[src/rtl/xsim_run_pkg.sv]
// xsim_run_pkg: shared FSM state type and default parameters for the run controller.
package xsim_run_pkg;
    typedef enum logic [2:0] {
        RESET_HOLD = 3'd0,
        RUN        = 3'd1,
        DRAIN      = 3'd2,
        FINISH     = 3'd3,
        DONE       = 3'd4
    } run_state_t;
    localparam int DEF_RESET_CYCLES         = 20;
    localparam int DEF_DERIVED_RESET_CYCLES = 20;
    localparam int DEF_DRAIN_TIMEOUT        = 1024;
    localparam int DEF_CNT_W                = 32;
endpackage

[src/rtl/xsim_sat_counter.sv]
// xsim_sat_counter: up counter with sync clear and enable, saturating at all-ones.
// Ports: CLK clock, RST async active-high reset, clr sync clear (wins over en),
//        en count enable, count current value.
module xsim_sat_counter #(
    parameter int W = 32
) (
    input  logic         CLK,
    input  logic         RST,
    input  logic         clr,
    input  logic         en,
    output logic [W-1:0] count
);
    always_ff @(posedge CLK or posedge RST) begin
        if (RST)
            count <= '0;
        else if (clr)
            count <= '0;
        else if (en && count != '1)
            count <= count + W'(1);
    end
endmodule

[src/rtl/xsim_run_ctrl.sv]
// xsim_run_ctrl: sequences DUT reset release, counts cycles and turns a finish request into a drained shutdown.
// Ports: CLK clock, RST async active-high reset, finish_req host finish level, dut_idle DUT quiescent,
//        rst_n_out main DUT reset (active low), derived_rst_release derived-domain release level,
//        cycle_count saturating cycles since reset, state FSM state, finish_now one-cycle finish strobe,
//        timed_out sticky drain-timeout flag.
module xsim_run_ctrl
    import xsim_run_pkg::*;
#(
    parameter int RESET_CYCLES         = DEF_RESET_CYCLES,
    parameter int DERIVED_RESET_CYCLES = DEF_DERIVED_RESET_CYCLES,
    parameter int DRAIN_TIMEOUT        = DEF_DRAIN_TIMEOUT,
    parameter int CNT_W                = DEF_CNT_W
) (
    input  logic             CLK,
    input  logic             RST,
    input  logic             finish_req,
    input  logic             dut_idle,
    output logic             rst_n_out,
    output logic             derived_rst_release,
    output logic [CNT_W-1:0] cycle_count,
    output logic [2:0]       state,
    output logic             finish_now,
    output logic             timed_out
);
    // Compare in a width that holds both the counter and the int parameters, so
    // an out-of-range threshold never aliases onto a truncated count.
    localparam int XW = (CNT_W > 32) ? CNT_W : 32;
    run_state_t       st, st_d;
    logic             req_q, pending, pend_d, rst_n_d, tmo_d;
    logic             drain_clr, drain_en, rst_hit, drv_hit, to_hit;
    logic [CNT_W-1:0] drain_cnt;
    assign rst_hit = XW'(cycle_count) == XW'(RESET_CYCLES);
    assign drv_hit = XW'(cycle_count) == XW'(DERIVED_RESET_CYCLES);
    assign to_hit  = (DRAIN_TIMEOUT != 0) && (XW'(drain_cnt) == XW'(DRAIN_TIMEOUT - 1));
    assign state   = st;
    xsim_sat_counter #(.W(CNT_W)) u_cycle (
        .CLK   (CLK),
        .RST   (RST),
        .clr   (1'b0),
        .en    (1'b1),
        .count (cycle_count)
    );
    xsim_sat_counter #(.W(CNT_W)) u_drain (
        .CLK   (CLK),
        .RST   (RST),
        .clr   (drain_clr),
        .en    (drain_en),
        .count (drain_cnt)
    );
    always_comb begin
        st_d      = st;
        pend_d    = pending;
        rst_n_d   = rst_n_out;
        tmo_d     = timed_out;
        drain_clr = 1'b0;
        drain_en  = 1'b0;
        case (st)
            RESET_HOLD: begin
                pend_d = pending | req_q;
                if (rst_hit) begin
                    rst_n_d = 1'b1;
                    st_d    = RUN;
                end
            end
            RUN: if (req_q || pending) begin
                st_d      = DRAIN;
                drain_clr = 1'b1;
                pend_d    = 1'b0;
            end
            DRAIN: begin
                if (dut_idle)
                    st_d = FINISH;
                else if (to_hit) begin
                    st_d  = FINISH;
                    tmo_d = 1'b1;
                end else
                    drain_en = 1'b1;
            end
            FINISH: st_d = DONE;
            default: ;
        endcase
    end
    always_ff @(posedge CLK or posedge RST) begin
        if (RST) begin
            st                  <= RESET_HOLD;
            req_q               <= 1'b0;
            pending             <= 1'b0;
            rst_n_out           <= 1'b0;
            derived_rst_release <= 1'b0;
            finish_now          <= 1'b0;
            timed_out           <= 1'b0;
        end else begin
            st                  <= st_d;
            req_q               <= finish_req;
            pending             <= pend_d;
            rst_n_out           <= rst_n_d;
            derived_rst_release <= derived_rst_release | drv_hit;
            // Registered strobe: high exactly while the FSM sits in FINISH.
            finish_now          <= (st_d == FINISH);
            timed_out           <= tmo_d;
        end
    end
endmodule

[config.mk]
export PLATFORM = sky130hd
export DESIGN_NAME = xsim_run_ctrl
export DESIGN_NICKNAME = d
export VERILOG_FILES = /design/src/rtl/xsim_run_pkg.sv /design/src/rtl/xsim_sat_counter.sv /design/src/rtl/xsim_run_ctrl.sv
export SDC_FILE = /design/constraint.sdc
export NUM_CORES = 1
export LEC_CHECK = 0
export CORE_MARGIN = 5
export CORE_UTILIZATION = 24
export DETAILED_ROUTE_END_ITERATION = 10
export HOLD_SLACK_MARGIN = 0.03
export MAX_ROUTING_LAYER = met4
export SYNTH_ARGS = -nofsm -noshare
export SYNTH_HDL_FRONTEND = slang
export SYNTH_SLANG_ARGS = --single-unit
[constraint.sdc]
create_clock -name CLK -period 6.99 [get_ports CLK]
set_clock_uncertainty 0.2 [all_clocks]
set_input_delay 1.0485 -clock CLK [delete_from_list [all_inputs] [get_ports CLK]]
set_output_delay 1.0485 -clock CLK [all_outputs]
set_load 0.005 [all_outputs]
==> results of run 1 <==
## cell usage in the layout (no fill, tap or decap), drive strengths merged, types with 15 or more instances in the layout
cell type and count:
o21ai 19, dfrtp 73, a21oi 19, nand2 34
xnor2 22, nor3 15, nor2 28, nand3 15
clkdlybuf4s50 42, nand4 21
## critical path, stage by stage
cell             delay, ps
clkdlybuf4s50_1        420
or4b_1                 710
nor3_4                 310
o211ai_4               190
or4_1                  430
a21oi_1                150
## flip-flops by register name, indices dropped and copies added (netlist names)
name and count:
finish_now 1, state 3, req_q 1, u_cycle.count 32, timed_out 1, rst_n_out 1, u_drain.count 32, derived_rst_release 1
pending 1
## cell type report
cell class | count | area, µm²
Fill cell | 1667 | 11200
Multi-Input combinational cell | 303 | 1980
Sequential cell | 73 | 1830
Timing Repair Buffer | 44 | 435
Clock buffer | 14 | 284
Tap cell | 216 | 270
Inverter | 11 | 41.3
Clock inverter | 2 | 10.0
## per-layer routing
layer	track usage, %	wire length, µm	vias up
li1	-	-	1576
met1	14.2	4350	1616
met2	16.9	4510	90
met3	2.39	313	17
met4	4.23	218	0
met5	-	0	-
## worst paths after layout
path	from	slack, ps	depth (start not counted)	end
hold reg to reg	derived_rst_release	270	1	derived_rst_release
setup / recovery	dut_idle	3790	6	u_drain.count[23]
hold / removal	derived_rst_release	270	1	derived_rst_release
max in group asynchronous	RST	4870	3	u_drain.count[12]
setup reg to reg	u_drain.count[0]	4160	6	u_drain.count[2]
min in group asynchronous	RST	1130	3	u_drain.count[25]
## cell families (layout without fill, tap and decap cells)
logic type / Yosys count / after routing / synth area share, %
simple gates: 195 / 195 / 29.4
xor+xnor: 32 / 32 / 7.13
buf+inv: 26 / 71 / 3.37
flops: 73 / 73 / 46.5
compound gates: 66 / 66 / 10.9
fa+ha+maj: 3 / 3 / 0.955
mux: 7 / 7 / 1.78
## power by group through the flow
stage / clock network [mW] / registers [mW] / logic, mW
final: 0.449 / 0.500 / 0.116
after detailed placement: 0 / 0.506 / 0.118
after global routing: 0.478 / 0.505 / 0.131
after floorplan: 0 / 0.495 / 0.0743
after CTS: 0.458 / 0.499 / 0.118
after global placement: 0 / 0.504 / 0.114
==> flow_summary_export.csv, run 1 <==
group,metric,value,unit
outcome,status,"complete, no violations",
run,drv_cap,0,
route,drc_errors,0,
pwr,power_frac_comb,10.9,%
timing,fmax,313,MHz
route,vias,3299,
clock_network,clk_pin_slew,60,ps
logic_synthesis,synth-warning-count,0,
pwr,swShare,26.3,%
final_layout,fin_util,30.3,%
route,via_per_inst,4.98,
pwr,internal_power,784,µW
clock_network,cts_tree,"yes",
clock_network,root_buffer,"clkbuf_16",
final_layout,insertedDiodeCount,0,
clock_network,post_cts_resized,0,
logic_synthesis,ys.flop_type,"dfrtp_1",
logic_synthesis,synthTopCellsByCount,"dfrtp_1, nand2_1, nor2_1",
timing,slew-limit-headroom,37.9,%
clock_network,cts_setup_buffers,0,
timing,rsz0062_at_grt,"no",
setup_path,worstPathMaxFanout,17,
die,ios,43,
final_layout,final_area,4850,µm²
global_route,grt_max_degree,74,
logic_synthesis,synth_largest_area_cell,"dfrtp_1",
logic_synthesis,synth.area.top_cells,"dfrtp_1, xnor2_1, nand2_1",
setup_path,crit_path_start_kind,"input pin",
global_route,grt_pass1_vias,3218,
place,placed_cells,647,
logic_synthesis,synth_edf_count,0,
pwr,p_seq_share,46.9,%
logic_synthesis,syn-cell-area,3930,µm²
setup_path,cp.required,7050,ps
place,portBuffers,42,
timing,drv_slew,0,
die,dieArea,19000,µm²
clock_network,clk_latency,330,ps
timing,tightest_slew,932,ps
timing,fin_crit,3200,ps
setup_path,crit_type,"in2reg",
global_route,antenna_found_initial,0,
pwr,net-switching-power,280,µW
logic_synthesis,synth_top_area_share,46.5,%
clock_network,clock-sinks,73,
die,fp.coreArea,16000,µm²
final_layout,nets,449,
final_layout,final_layout_size_suffix_gt1_share,7.16,%
timing,final.period_utilization,45.8,%
logic_synthesis,synth_cell_type_count,50,
route,dr.pass1.iters,4,
clock_network,cts-buffers-inserted,9,
global_route,grt_pass1_wl,16400,µm
pwr,ir_drop,0.107,mV
logic_synthesis,synth_most_common_cell,"dfrtp_1",
die,chipWidth,138,µm
timing,setup-tns-final,0,ps
setup_path,arrival,3250,ps
place,placed_area,4550,µm²
place,place_ws,3430,ps
global_route,grt_util_all_layers,11.0,%
clock_network,htree_num_levels,3,
timing,worst_slack,3790,ps
route,ant_nets,0,
logic_synthesis,ys_seq_area_share,46.5,%
logic_synthesis,avgSynthCellArea,9.78,µm²
pwr,leakagePower,2.00,nW
final_layout,fin_cells,663,
timing,setup_viol,0,
die,start_util,24.6,%
global_route,grt.overflow.total,0,
final_layout,area_growth,23.3,%
setup_path,worstSetupEndpointType,"register",
route,routed_wirelength,9390,µm
die,rows,46,
logic_synthesis,synth_fp_nets,409,
pwr,clock_power_share,42.2,%
logic_synthesis,syn_inst,402,
clock_network,cts_hold_buf,0,
place,dp_hpwl,6600,µm
route,drtIter0Drc,171,
pwr,total_power,1.06,mW
timing,hold-worst-slack,266,ps
timing,hold_violations,0,
logic_synthesis,synthArstFlopShare,100,%
place,place.gp.congestion,0.942,
route,wl_per_cell,14.2,µm
hold_path,hold_path.class,"reg2reg",
die,die_h,138,µm
clock_network,cts_max_path_buffers,2,
pwr,p_per_area,220,nW/µm²
logic_synthesis,ys_ff_latch,73,
No activity file was read; power rests on OpenSTA's default activity.
==> run 2, diff against run 1 <==
clock period = 2.7 ns   (was 6.99 ns; I/O delays follow)
==> flow_summary_export.csv, run 2 (same netlist as run 1, synthesis figures left out) <==
group,metric,value,unit
outcome,status,"complete, no violations",
final_layout,layout_common_cells,"dfrtp_1, clkdlybuf4s50_1, nand2_1",
timing,tightest_slew,645,ps
global_route,grt.overflow.total,0,
clock_network,clock-sinks,73,
clock_network,cts_tree,"yes",
pwr,total_power,2.73,mW
hold_path,hold_path.class,"in2async",
clock_network,cts_hold_buf,0,
die,die_h,138,µm
die,rows,46,
timing,final.period_utilization,92.6,%
die,chipWidth,138,µm
clock_network,cts_max_path_buffers,2,
die,fp.coreArea,16000,µm²
timing,setup-tns-final,0,ps
setup_path,r2r_slack,200,ps
setup_path,crit_path_start_kind,"register",
final_layout,insertedDiodeCount,0,
final_layout,regArea,1830,µm²
setup_path,reg2regPathDepth,5,
global_route,grt_pass1_vias,3315,
die,ios,43,
route,routed_wirelength,9970,µm
clock_network,cts_setup_buffers,0,
setup_path,r2r_start,"state[2]",
timing,setup_viol,0,
timing,drv_slew,0,
timing,fmax,400,MHz
final_layout,multi_input_area,1980,µm²
route,via_per_inst,4.99,
die,start_util,24.6,%
setup_path,worstPathMaxFanout,8,
route,drc_errors,0,
timing,slew-limit-headroom,56.6,%
pwr,p_per_area,549,nW/µm²
global_route,grt_util_all_layers,11.2,%
pwr,ir_drop,0.304,mV
timing,rsz0062_at_grt,"no",
setup_path,crit_type,"reg2reg",
final_layout,filler_cell_count,1669,
place,place.gp.congestion,0.852,
route,drtIter0Drc,186,
final_layout,final_layout_size_suffix_gt1_share,10.4,%
setup_path,arrival,2510,ps
setup_path,worstSetupEndpointType,"register",
setup_path,rr_endpoint,"u_drain.count[22]",
final_layout,final_common_cell,"dfrtp_1",
place,dp_hpwl,7060,µm
timing,hold_violations,0,
final_layout,nets,465,
timing,fin_crit,2500,ps
route,dr.pass1.iters,4,
global_route,antenna_found_initial,0,
clock_network,cts-buffers-inserted,9,
clock_network,post_cts_resized,0,
route,vias,3388,
route,wl_per_cell,14.7,µm
clock_network,root_buffer,"clkbuf_16",
run,drv_cap,0,
place,portBuffers,42,
global_route,grt_pass1_wl,16700,µm
clock_network,clk_latency,330,ps
route,ant_nets,0,
setup_path,cp.required,2710,ps
die,dieArea,19000,µm²
final_layout,area_growth,26.4,%
pwr,leakagePower,2.07,nW
global_route,grt_max_degree,42,
clock_network,clk_pin_slew,60,ps
clock_network,htree_num_levels,3,
[run 2: cell count changes in the layout (fill, tap and decap cells not counted), sizes merged]
cell / change
clkinv: +2
buf: +16
clkbuf: -3
clkinvlp: +1
[run 2: routing by layer]
metal	up-vias	global-route usage [%]	wire length, µm	share of wire, %
li1	1613	-	-	-
met1	1689	14.1	4540	46
met2	78	18.3	4950	50
met3	8	2.87	379	3.8
met4	0	2.41	99	0.99
met5	-	-	0	0
[run 2: worst max-delay path by stage]
stage,startpoint,to,slack (ps),depth (start not counted)
after floorplan,RST,derived_rst_release,240,1
after global placement,dut_idle,u_drain.count[22],-30,6
after detailed placement,dut_idle,u_drain.count[22],-100,6
after CTS,state[2],u_drain.count[22],210,5
after global routing,state[2],u_drain.count[23],80,5
final,state[2],u_drain.count[22],200,5
[run 2: per-stage QoR]
stage	area [µm²]	worst slack, ps	hold slack [ps]	instances	util, %
final	4970	199	255	679	31.1
after global routing	4970	82.2	281	679	31.1
after CTS	4970	209	273	679	31.1
after detailed placement	4700	-96.0	258	663	29.4
after global placement	4700	-33.8	248	663	29.4
after floorplan	3930	242	236	402	-
[run 2: report_power, final]
part / internal [mW] / switching (mW)
registers: 1.18 / 0.0921
clock network: 0.644 / 0.456
logic: 0.169 / 0.195
total: 1.99 / 0.743
[run 2: cell type report]
type	instances	area share, %
tap	216	5.44
sequential	73	36.7
timing repair buffer	60	11.7
clock buffer	11	4.88
clock inverter	5	0.629
multi-input combinational	303	39.8
inverter	11	0.831
[run 2: worst max-delay path: stages (launching register included)]
cell and delay [ps]:
dfrtp_1 450, or4b_1 720, or3_1 450, nor4_1 300, nand2_1 120, mux2i_1 130
==> run 3, diff against run 2 <==
CORE_ASPECT_RATIO = 1.4   (was not set)
CTS_BUF_LIST = sky130_fd_sc_hd__clkbuf_16   (was not set)
SYNTH_HIERARCHICAL = 1   (was not set)
==> flow_summary_export.csv, run 3 <==
group,metric,value,unit
timing,fin_crit,2590,ps
clock_network,clk_pin_slew,60,ps
setup_path,worstPathMaxFanout,14,
pwr,ir_drop,0.201,mV
global_route,antenna_found_initial,0,
clock_network,cts-buffers-inserted,9,
setup_path,r2r_slack,110,ps
pwr,p_per_area,438,nW/µm²
clock_network,cts_tree,"yes",
logic_synthesis,ys_seq_area_share,45.2,%
final_layout,layout_common_cells,"dfrtp_1, a21oi_1, buf_4",
setup_path,rr_endpoint,"u_drain/count[26]",
final_layout,fin_cells,732,
final_layout,insertedDiodeCount,0,
die,rows,56,
place,placed_cells,715,
logic_synthesis,synthArstFlopShare,100,%
logic_synthesis,ys.flop_type,"dfrtp_1",
setup_path,worstSetupEndpointType,"register",
logic_synthesis,synth-warning-count,6,
run,drv_cap,0,
timing,hold_violations,0,
global_route,grt.overflow.total,0,
logic_synthesis,synth_most_common_cell,"dfrtp_1",
route,drc_errors,0,
final_layout,filler_cell_count,1747,
route,ant_nets,0,
die,ios,43,
setup_path,cp.required,2770,ps
clock_network,clk_latency,340,ps
timing,slew-limit-headroom,53.3,%
setup_path,arrival,2660,ps
final_layout,final_common_cell,"dfrtp_1",
place,dp_hpwl,8310,µm
global_route,grt_util_all_layers,12.3,%
clock_network,root_buffer,"clkbuf_16",
logic_synthesis,synth_cell_type_count,45,
die,dieArea,19600,µm²
timing,setup_viol,0,
global_route,grt_pass1_vias,3996,
clock_network,cts_hold_buf,0,
outcome,status,"complete, no violations",
clock_network,cts_max_path_buffers,2,
setup_path,reg2regPathDepth,6,
logic_synthesis,avgSynthCellArea,9.40,µm²
route,wl_per_cell,15.7,µm
logic_synthesis,synth.area.top_cells,"dfrtp_1, a21oi_1, o31ai_1",
final_layout,nets,530,
logic_synthesis,ys_ff_latch,73,
timing,tightest_slew,695,ps
global_route,grt_max_degree,34,
timing,drv_slew,0,
route,routed_wirelength,11500,µm
final_layout,area_growth,32.6,%
logic_synthesis,synth_largest_area_cell,"dfrtp_1",
logic_synthesis,synth_edf_count,0,
logic_synthesis,synthTopCellsByCount,"dfrtp_1, a21oi_1, o31ai_1",
final_layout,fin_util,32.2,%
logic_synthesis,synth_top_area_share,45.2,%
setup_path,crit_path_start_kind,"register",
global_route,grt_pass1_wl,19200,µm
logic_synthesis,syn_inst,430,
die,die_h,164,µm
place,portBuffers,42,
logic_synthesis,syn-cell-area,4040,µm²
timing,final.period_utilization,96.0,%
clock_network,clock-sinks,73,
route,via_per_inst,5.33,
route,dr.pass1.iters,5,
route,vias,3902,
timing,hold-worst-slack,210,ps
place,place.gp.congestion,0.817,
die,start_util,24.2,%
timing,fmax,386,MHz
route,drtIter0Drc,139,
setup_path,crit_type,"reg2reg",
clock_network,htree_num_levels,3,
pwr,leakagePower,2.14,nW
die,fp.coreArea,16700,µm²
timing,setup-tns-final,0,ps
die,chipWidth,120,µm
setup_path,r2r_start,"u_drain/count[0]",
hold_path,hold_path.class,"in2async",
final_layout,final_layout_size_suffix_gt1_share,15.7,%
## run 3: layer usage
metal	vias up	GRT usage [%]	wire length [µm]
met1	1935	14.1	4990
met2	80	21.3	5950
met5	-	-	0
met4	0	4.48	157
li1	1877	-	-
met3	10	2.32	360
## run 3: logic make-up after synthesis
| kind of cell | count (synthesis) | share of synthesized area, % |
|---|---|---|
| and+or+nand+nor | 183 | 28.3 |
| adders and majority gates | 2 | 0.619 |
| xor gates and xnor gates | 6 | 1.30 |
| AOI/OAI and AO/OA | 131 | 20.6 |
| DFF | 73 | 45.2 |
| other | 2 | 0.186 |
| buffers and inverters | 31 | 3.31 |
| muxes | 2 | 0.495 |
## run 3: worst max-delay path by stage
stage                 startpoint  cells after the start           endpoint
3_5_place_dp            dut_idle                     10  u_drain/count[27]
6_report        u_drain/count[0]                      6  u_drain/count[26]
2_1_floorplan  u_drain/count[24]                     10  u_drain/count[19]
3_3_place_gp            dut_idle                     10  u_drain/count[27]
5_1_grt         u_drain/count[7]                     10  u_drain/count[27]
4_1_cts         u_drain/count[7]                     10  u_drain/count[27]
## run 3: worst max-delay path, cell delays in order (launching register included)
cell and delay [ps]:
dfrtp_1 450, ha_1 230, nand2_1 90, or4_4 470, or3_4 420, or4_1 490
a21oi_1 160
## run 3: power by group
part / switching [mW] / internal [mW]
clock: 0.475 / 0.705
combinational: 0.0423 / 0.0218
sequential: 0.00557 / 1.10
total: 0.523 / 1.83
## run 3: stage by stage
stage               instance area, µm²  power, mW  setup WS, ps
finish                            5360       2.35           108
global route                      5360       2.43         -12.3
CTS                               5320       2.37          50.6
floorplan                         4070       1.16           175
detailed placement                5030       1.19          -142
global placement                  5030       1.18         -18.6
## run 3: what timing repair did
| action | CTS | global route |
|---|---|---|
| gates resized for setup | 1 | 6 |
| endpoints found under the setup margin | 1 | 20 |
| pin swaps | 0 | 4 |
| buffers inserted | 0 | 1 |
## run 3: area by class of cell
class / count / area, µm² / area share [%]
Multi-Input combinational cell: 332 / 2150 / 40.0
Sequential cell: 73 / 1830 / 34.1
Timing Repair Buffer: 89 / 777 / 14.5
Tap cell: 203 / 254 / 4.74
Clock buffer: 9 / 225 / 4.20
Inverter: 19 / 71.3 / 1.33
Clock inverter: 7 / 61.3 / 1.14
